$ cat src/rtl/mm_bram_ctrl.sv
// Reads the Montgomery operands from a BRAM, starts the FIOS core, then writes the result back.
// Optional cycle counter for the core run is built only when CYCLE_COUNT_EN is defined.
module mm_bram_ctrl #(
    parameter int WIDTH      = 256,
    parameter int WORD_WIDTH = 17,
    localparam int s         = (WIDTH + 1) / WORD_WIDTH + 1
) (
    input  logic                      clock_i,
    input  logic                      reset_i,
    input  logic                      start_i,
    output logic                      done_o,
    output logic                      busy_o,
    output logic [31:0]               bram_addr_o,
    output logic [31:0]               bram_din_o,
    output logic [3:0]                bram_we_o,
    output logic                      bram_en_o,
    input  logic [31:0]               bram_dout_i,
    output logic                      core_start_o,
    input  logic                      core_done_i,
    output logic [WORD_WIDTH-1:0]     p_prime_0_o,
    output logic [s*WORD_WIDTH-1:0]   p_o,
    output logic [s*WORD_WIDTH-1:0]   a_o,
    output logic [s*WORD_WIDTH-1:0]   b_o,
    input  logic [s*WORD_WIDTH-1:0]   res_i,
    output logic [31:0]               cycle_count_o
);

    localparam int IDX_W = $clog2(3 * s + 1);
    localparam int WR_W  = (s > 1) ? $clog2(s) : 1;

    typedef enum logic [2:0] {IDLE, READ, DRAIN, RUN, WRITE, DONE} state_t;

    state_t                 state_q, state_d;
    logic [IDX_W-1:0]       rd_idx_q, rd_idx_d;
    logic [IDX_W-1:0]       cap_idx_q, cap_idx_d;
    logic                   cap_vld_q, cap_vld_d;
    logic [WR_W-1:0]        wr_idx_q, wr_idx_d;
    logic                   core_start_q, core_start_d;
    logic [WORD_WIDTH-1:0]  pp0_q, pp0_d;
    logic [WORD_WIDTH-1:0]  p_w_q [s];
    logic [WORD_WIDTH-1:0]  p_w_d [s];
    logic [WORD_WIDTH-1:0]  a_w_q [s];
    logic [WORD_WIDTH-1:0]  a_w_d [s];
    logic [WORD_WIDTH-1:0]  b_w_q [s];
    logic [WORD_WIDTH-1:0]  b_w_d [s];
    logic [WORD_WIDTH-1:0]  res_w_q [s];
    logic [WORD_WIDTH-1:0]  res_w_d [s];
    logic [WORD_WIDTH-1:0]  rd_word;
    logic                   core_finish;
    logic                   unused_dout_bits;

    assign rd_word          = bram_dout_i[WORD_WIDTH-1:0];
    assign unused_dout_bits = ^bram_dout_i[31:WORD_WIDTH];
    // A done seen during the start pulse belongs to the previous run, not this one.
    assign core_finish      = core_done_i && !core_start_q;

    always_comb begin
        state_d      = state_q;
        rd_idx_d     = rd_idx_q;
        cap_idx_d    = rd_idx_q;
        cap_vld_d    = 1'b0;
        wr_idx_d     = wr_idx_q;
        core_start_d = 1'b0;
        pp0_d        = pp0_q;
        p_w_d        = p_w_q;
        a_w_d        = a_w_q;
        b_w_d        = b_w_q;
        res_w_d      = res_w_q;

        // Read data lands one cycle after its address; route it by the delayed index.
        if (cap_vld_q) begin
            if (cap_idx_q == '0) begin
                pp0_d = rd_word;
            end
            for (int i = 0; i < s; i++) begin
                if (cap_idx_q == IDX_W'(i + 1))         p_w_d[i] = rd_word;
                if (cap_idx_q == IDX_W'(i + s + 1))     a_w_d[i] = rd_word;
                if (cap_idx_q == IDX_W'(i + 2 * s + 1)) b_w_d[i] = rd_word;
            end
        end

        case (state_q)
            IDLE, DONE: begin
                if (start_i) begin
                    state_d  = READ;
                    rd_idx_d = '0;
                end
            end
            READ: begin
                cap_vld_d = 1'b1;
                if (rd_idx_q == IDX_W'(3 * s)) begin
                    state_d = DRAIN;
                end else begin
                    rd_idx_d = rd_idx_q + IDX_W'(1);
                end
            end
            DRAIN: begin
                state_d      = RUN;
                core_start_d = 1'b1;
            end
            RUN: begin
                if (core_finish) begin
                    for (int i = 0; i < s; i++) begin
                        res_w_d[i] = res_i[i*WORD_WIDTH +: WORD_WIDTH];
                    end
                    state_d  = WRITE;
                    wr_idx_d = '0;
                end
            end
            WRITE: begin
                if (wr_idx_q == WR_W'(s - 1)) begin
                    state_d = DONE;
                end else begin
                    wr_idx_d = wr_idx_q + WR_W'(1);
                end
            end
            default: state_d = IDLE;
        endcase
    end

    always_comb begin
        busy_o       = (state_q != IDLE) && (state_q != DONE);
        done_o       = (state_q == DONE);
        core_start_o = core_start_q;
        bram_en_o    = 1'b0;
        bram_we_o    = 4'h0;
        bram_addr_o  = 32'h0;
        bram_din_o   = 32'h0;
        if (state_q == READ) begin
            bram_en_o   = 1'b1;
            bram_addr_o = {{(30 - IDX_W){1'b0}}, rd_idx_q, 2'b00};
        end else if (state_q == WRITE) begin
            bram_en_o   = 1'b1;
            bram_we_o   = 4'hf;
            bram_addr_o = {{(30 - WR_W){1'b0}}, wr_idx_q, 2'b00};
            bram_din_o  = 32'(res_w_q[wr_idx_q]);
        end
    end

    always_ff @(posedge clock_i) begin
        if (reset_i) begin
            state_q      <= IDLE;
            rd_idx_q     <= '0;
            cap_idx_q    <= '0;
            cap_vld_q    <= 1'b0;
            wr_idx_q     <= '0;
            core_start_q <= 1'b0;
            pp0_q        <= '0;
            p_w_q        <= '{default: '0};
            a_w_q        <= '{default: '0};
            b_w_q        <= '{default: '0};
            res_w_q      <= '{default: '0};
        end else begin
            state_q      <= state_d;
            rd_idx_q     <= rd_idx_d;
            cap_idx_q    <= cap_idx_d;
            cap_vld_q    <= cap_vld_d;
            wr_idx_q     <= wr_idx_d;
            core_start_q <= core_start_d;
            pp0_q        <= pp0_d;
            p_w_q        <= p_w_d;
            a_w_q        <= a_w_d;
            b_w_q        <= b_w_d;
            res_w_q      <= res_w_d;
        end
    end

    assign p_prime_0_o = pp0_q;
    for (genvar gi = 0; gi < s; gi++) begin : g_pack
        assign p_o[gi*WORD_WIDTH +: WORD_WIDTH] = p_w_q[gi];
        assign a_o[gi*WORD_WIDTH +: WORD_WIDTH] = a_w_q[gi];
        assign b_o[gi*WORD_WIDTH +: WORD_WIDTH] = b_w_q[gi];
    end

`ifdef CYCLE_COUNT_EN
    logic [31:0] cyc_cnt_q, cyc_cnt_d;

    // Cleared as RUN is entered, so it reads 0 alongside the start pulse.
    always_comb begin
        cyc_cnt_d = cyc_cnt_q;
        if (state_q == DRAIN) begin
            cyc_cnt_d = 32'h0;
        end else if (state_q == RUN && !core_done_i) begin
            cyc_cnt_d = cyc_cnt_q + 32'd1;
        end
    end

    always_ff @(posedge clock_i) begin
        if (reset_i) begin
            cyc_cnt_q <= 32'h0;
        end else begin
            cyc_cnt_q <= cyc_cnt_d;
        end
    end

    assign cycle_count_o = cyc_cnt_q;
`else
    assign cycle_count_o = 32'h0;
`endif

endmodule

$ cat config.mk
export PLATFORM = sky130hd
export DESIGN_NAME = mm_bram_ctrl
export DESIGN_NICKNAME = d
export VERILOG_FILES = /design/src/rtl/mm_bram_ctrl.sv
export SDC_FILE = /design/constraint.sdc
export NUM_CORES = 2
export LEC_CHECK = 0
export ABC_AREA = 1
export BUFFER_PORTS_ARGS = -buffer_cell sky130_fd_sc_hd__buf_2
export CAP_MARGIN = 20
export CORE_AREA = 3 3 488 490
export CTS_CLUSTER_SIZE = 14
export DETAILED_ROUTE_END_ITERATION = 10
export DIE_AREA = 0 0 491 493
export PLACE_DENSITY = 0.47
export SLEW_MARGIN = 20
export SYNTH_ARGS = -nofsm -noshare
export SYNTH_HDL_FRONTEND = slang
export SYNTH_SLANG_ARGS = --single-unit
$ cat constraint.sdc
create_clock -name clock_i -period 1.7 [get_ports clock_i]
set_input_delay 0.34 -clock clock_i [delete_from_list [all_inputs] [get_ports clock_i]]
set_output_delay 0.34 -clock clock_i [all_outputs]
set_load 0.01 [all_outputs]
; ---- Word-level counts from Yosys, hierarchy flattened
; Cells that the tools add are included.
[word_totals]
out_inout_bits = 937
elab_cells = 223
in_bits = 308
register_bits = 1126
[classes]
n_bitwise = 1
n_eq_ne = 62
add_sub_neg = 2
order_cmp = 1
n_mux = 24
n_reduce_logical = 62
[op_table]
columns = operator, n
row1 = $eq 6x6->1 const B, 18
row2 = $reduce_and 2->1, 50
row3 = $eq 6x5->1 const B, 16
row4 = $bmux 17 s4, 1
row5 = $mux 17, 4
row6 = $eq 6x4->1 const B, 8
row7 = $eq 6x3->1 const B, 4
row8 = $mux 6, 3
row9 = $mux 4, 4
row10 = $pmux 3 s5, 1
row11 = $eq 6x2->1 const B, 2
row12 = $mux 3, 4
row13 = $ne 2x2->1 const B, 6
row14 = $pmux 6 s2, 1
row15 = $mux 8, 1
row16 = $pmux 4 s2, 1
row17 = $add 6x1->6 const B, 1
row18 = $eq 3x2->1 const B, 2
row19 = $eq 3x3->1 const B, 2
row20 = $eq 6x1->1 const B, 1
row21 = $logic_not 6->1, 1
row22 = $reduce_and 3->1, 2
row23 = $ge 5x5->1 const B, 1
row24 = $not 4->5, 1
row25 = 12 further kinds, 17

; ---- Logic depth before layout (Yosys ltp)
[logic_depth]
ltp_word = 6
depth_mapped = 11
ltp_nobuf = 9

; ---- Worst setup path after synthesis
; OpenSTA, ideal clock, no wires.
[synth_timing]
path_kind = flip-flop to output port
start = register wr_idx_q[0]
end = output port bram_din_o[10]
slack_ns = -0.116
arrival_time_ns = 1.476
path_stages_with_launch = 10
t_required_ns = 1.360
path_buffers = 3
path_cell_list = dfxtp_1 > buf_2 > clkinv_1 > buf_2 > buf_1 > nand2_1 > nand3_1 > nand3_1 > nand3_1 > a21oi_1
[synth_via]
elab_chain_cells = 6
[synth_lines]
columns = item, line
row1 = "start, declared", 37  ; logic [WR_W-1:0] wr_idx_q, wr_idx_d;
row2 = "start signal, assigned", 158  ; wr_idx_q <= wr_idx_d;
row3 = $not 4->5 (not written as such), 136  ; bram_din_o = 32'(res_w_q[wr_idx_q]);
row4 = $bmux 17 s4, 136
row5 = $mux 17 (not written as such) (2 in series), 136
row6 = $mux 17, 132  ; end else if (state_q == WRITE) begin
row7 = $mux 17, 129  ; if (state_q == READ) begin
row8 = "end, declared", 14  ; output logic [31:0] bram_din_o,
; No other way between the ends. The select of a mux whose other input is x is not followed.

; ---- Worst setup path after layout
[layout_timing]
start = register wr_idx_q[0]
end = output port bram_din_o[6]
; The elaborated chain is that of the path after synthesis.

==> results_dict.tcl <==
set metrics [dict create \
    highest_fanout_seen_on_the_critical_path 9 \
    synth_flop_cell "sky130_fd_sc_hd__dfxtp_1" \
    synth-edff-count 0 \
    worst_ep_arrival_time_ns 2.44 \
    hp-class "input port to register" \
    hold_critical_path_depth 4 \
    worst_setup_path_end_kind "output port" \
    initial_utilization 0.185 \
    die_width_um 491 \
    worst_slack_ns -1.08 \
    setup_violations 57 \
    via_count_of_the_first_global_routing_pass 43200 \
    cts.sinks 1126 \
    failed_checks "negative setup slack" \
    antenna_violations_before_repair 13 \
    dpl_cell_area_um2 55600 \
    synthToLayoutAreaGrowth_pct 53.6 \
    vdd.ir_drop.worst_v 0.000753 \
    place_inst 10100 \
    hold_end "p_prime_0_o[3]$_SDFFE_PP0P_" \
    timing.slew.headroom 0.625 \
    cts_buffer_depth 3 \
    yosys.cell_types.count 32 \
    max-cap-violations 0 \
    tritoncts_clock_tree "yes" \
    h-tree-depth 4 \
    chipHeight_um 493 \
    drt_pre_antenna_iters 6 \
    r2r-start "cap_idx_q[4]$_SDFF_PP0_" \
    period_minus_slack_ns 2.78 \
    synth_top_cells_by_count "sky130_fd_sc_hd__nor2_1, sky130_fd_sc_hd__dfxtp_1, sky130_fd_sc_hd__o21ai_0" \
    clock_skew_ns 0.0429 \
    hold_viol_final 0 \
    tritoncts.num_buffers 136 \
    static-leakage-power_nw 31.2 \
    postRouteAntennaNets 0 \
    core.rowCount 178 \
    drcViolationCount 0 \
    detailedRoute.firstIterationViolations 3598 \
    n_fill_cell 25300 \
    gr-usage-all-layers 0.179 \
    wire_length_of_the_first_global_routing_pass_mm 318 \
    dpl_worst_slack_ns -0.474 \
    critical_path.reg2reg.endpoint "b_o[26]$_SDFFE_PP0P_" \
    synthMostInstantiatedCell "sky130_fd_sc_hd__nor2_1" \
    r2r_setup_slack_ns -0.07 \
    reg2regPathDepth 12 \
    synth.ff_latch_count 1126 \
    period_share 1.63 \
    grt_max_degree 88 \
    run_status "finished with violations" \
    critPathKind "register to output port" \
    netlist_instances 5862 \
    detail_route.wirelength_mm 230 \
    routedWlPerCell_um 21.4 \
    totalPowerFinal_mw 70.9 \
    fin_cells 10800 \
    clk_root_buffer_cell "sky130_fd_sc_hd__clkbuf_16" \
    synth.top_cells.by_area "sky130_fd_sc_hd__dfxtp_1, sky130_fd_sc_hd__nor2_1, sky130_fd_sc_hd__o21ai_0, sky130_fd_sc_hd__nand2_1, sky130_fd_sc_hd__a21oi_1" \
    grt_setup_unrepaired "yes" \
    worstMarginPinSlew_ns 0.562 \
    fin_area_um2 66500 \
    synthDominantCellAreaShare 0.520 \
    report.final.slew_viol_count 0 \
    pin_count 1245 \
    weighted_congestion_reported_at_the_end_of_routability_driven_placement 0.921 \
    die_area_um2 242000 \
    fin_nets 7819 \
    clk_pin_slew_worst_paths_ns 0.06 \
    crit_path_start_kind "register" \
    power_density_of_the_placed_cells_nw_per_um2 1070 \
    worst_skew_pair.late_latency_ns 0.79 \
    vias 46000 \
    synth_warnings 0 \
    via_per_inst 4.27 \
    mappedNetlistArea_um2 43300 \
    asr_flop_ratio_synth 0 \
    core_um2 235000 \
    final_layout_size_suffix_gt1_frac 0.301 \
    placement.io_buffers 1156 \
    max_freq_ghz 0.360 \
    post-dp-hpwl_mm 166 \
    yosysSeqAreaShare 0.520 \
    hold_start "bram_dout_i[3]" \
    timing.critical_path.required_ns 1.36 \
    global_route_overflow 0 \
    synth_top_area_cell "sky130_fd_sc_hd__dfxtp_1" \
    synth_area_per_cell_um2 7.39 \
]
[worst max-delay path: stages (launching register included)]
cell and delay (ns):
sky130_fd_sc_hd__dfxtp_4 0.43, sky130_fd_sc_hd__buf_4 0.16, sky130_fd_sc_hd__buf_16 0.14, sky130_fd_sc_hd__buf_4 0.12, sky130_fd_sc_hd__nor2_1 0.04, sky130_fd_sc_hd__nor2_1 0.10, sky130_fd_sc_hd__nand2_1 0.07, sky130_fd_sc_hd__nand3_2 0.11
sky130_fd_sc_hd__nand3_1 0.10, sky130_fd_sc_hd__a21oi_2 0.21, sky130_fd_sc_hd__buf_2 0.18
[layout by cell type, fill, tap and decap left out, types with 5 or more instances in the layout]
cell type,synthesis,routed
sky130_fd_sc_hd__o21ai_1,74,115
sky130_fd_sc_hd__o21ai_0,1037,977
sky130_fd_sc_hd__clkinv_16,0,5
sky130_fd_sc_hd__inv_2,63,51
sky130_fd_sc_hd__clkbuf_8,0,32
sky130_fd_sc_hd__nand2_2,3,19
sky130_fd_sc_hd__nor2_2,3,52
sky130_fd_sc_hd__inv_1,266,252
sky130_fd_sc_hd__buf_12,2,164
sky130_fd_sc_hd__a21oi_1,244,226
sky130_fd_sc_hd__inv_6,0,13
sky130_fd_sc_hd__clkinv_2,0,21
sky130_fd_sc_hd__nor2_8,16,16
sky130_fd_sc_hd__conb_1,1,73
sky130_fd_sc_hd__dfxtp_2,0,96
sky130_fd_sc_hd__dfxtp_1,1126,1013
sky130_fd_sc_hd__clkbuf_1,256,28
sky130_fd_sc_hd__dlygate4sd3_1,0,287
sky130_fd_sc_hd__nand3_1,151,116
sky130_fd_sc_hd__bufinv_16,0,7
sky130_fd_sc_hd__buf_6,11,105
sky130_fd_sc_hd__nor2_4,29,57
sky130_fd_sc_hd__clkbuf_16,0,142
sky130_fd_sc_hd__dfxtp_4,0,17
sky130_fd_sc_hd__buf_2,86,1018
sky130_fd_sc_hd__nand3_2,1,28
sky130_fd_sc_hd__diode_2,0,6
sky130_fd_sc_hd__nor2_1,1926,1849
sky130_fd_sc_hd__a21oi_2,0,11
sky130_fd_sc_hd__a21oi_4,0,7
sky130_fd_sc_hd__nand2_4,0,6
sky130_fd_sc_hd__inv_4,3,16
sky130_fd_sc_hd__nand3_4,0,8
sky130_fd_sc_hd__buf_16,0,10
sky130_fd_sc_hd__inv_8,0,5
sky130_fd_sc_hd__buf_4,85,337
sky130_fd_sc_hd__buf_8,1,6
sky130_fd_sc_hd__nand2_1,398,375
sky130_fd_sc_hd__o21ai_2,0,18
[area by class of cell]
class / count / area, um^2 / share of cell area
inverter: 340 / 1430 / 0.0214
timing repair inverter: 1 / 8.76 / 0.000132
sequential: 1126 / 22700 / 0.342
clock inverter: 48 / 672 / 0.0101
multi-input combinational: 3968 / 18300 / 0.274
timing repair buffer: 1935 / 15500 / 0.233
tap: 3150 / 3940 / 0.0592
antenna: 6 / 15.0 / 0.000226
clock buffer: 196 / 3960 / 0.0595
[stage by stage]
step	utilization	hold WS [ns]	setup TNS (ns)
after floorplan	-	0.429	0
after global placement	0.237	0.440	-55.52
after detailed placement	0.237	0.445	-58.83
after CTS	0.280	0.00152	-29.21
after global routing	0.284	0.0349	-50.22
final	0.284	0.0713	-24.16
[power by group]
group / total, mW / internal [mW] / switching, mW
clock network: 30.2 / 17.5 / 12.7
logic: 13.4 / 5.41 / 7.96
registers: 27.3 / 27.0 / 0.348
total: 70.9 / 49.9 / 21.0
[metal layers]
layer	vias up	wire length, um	GRT usage	share of wire
met2	1944	111000	0.307	0.48
met3	381	15400	0.0365	0.067
met5	-	7	0	0.000030
met4	2	10600	0.0758	0.046
li1	21800	-	-	-
met1	21900	93500	0.217	0.41
[flip-flops by register name, indices dropped and copies added (netlist names)]
register and cells:
cap_vld_q 1, res_w_q 272, cap_idx_q 6, p_o 272
p_prime_0_o 17, b_o 272, wr_idx_q 4, a_o 272
cap_idx_d 6, state_q 3, core_start_o 1
[cell families after synthesis]
| group | share of synthesized area |
|---|---|
| buffers and inverters | 0.0858 |
| flip-flops | 0.520 |
| XOR/XNOR | 0.000202 |
| AND/OR/NAND/NOR | 0.236 |
| AO/OA/AOI/OAI | 0.157 |
| other | 0.0000865 |
| adder cells (fa/ha/maj) | 0.000866 |
[repair_timing]
action | in CTS | in global routing
setup buffers | 60 | 29
hold buffers | 287 | 0
gates resized for setup | 521 | 183
pin swaps | 57 | 51
gates cloned | 10 | 6
endpoints found under the setup margin | 849 | 778
hold endpoints to repair | 322 | 0
[worst max path at each step]
stage / from / to / depth (start not counted)
finish: wr_idx_q[0]$_SDFFE_PP0P_ / bram_din_o[6] / 10
global placement: wr_idx_q[0]$_SDFFE_PP0P_ / bram_din_o[2] / 9
global route: wr_idx_q[0]$_SDFFE_PP0P_ / bram_din_o[3] / 9
floorplan: wr_idx_q[1]$_SDFFE_PP0P_ / bram_din_o[10] / 7
CTS: wr_idx_q[0]$_SDFFE_PP0P_ / bram_din_o[2] / 11
detailed placement: wr_idx_q[0]$_SDFFE_PP0P_ / bram_din_o[2] / 9
(Power assumes the default switching activity.)
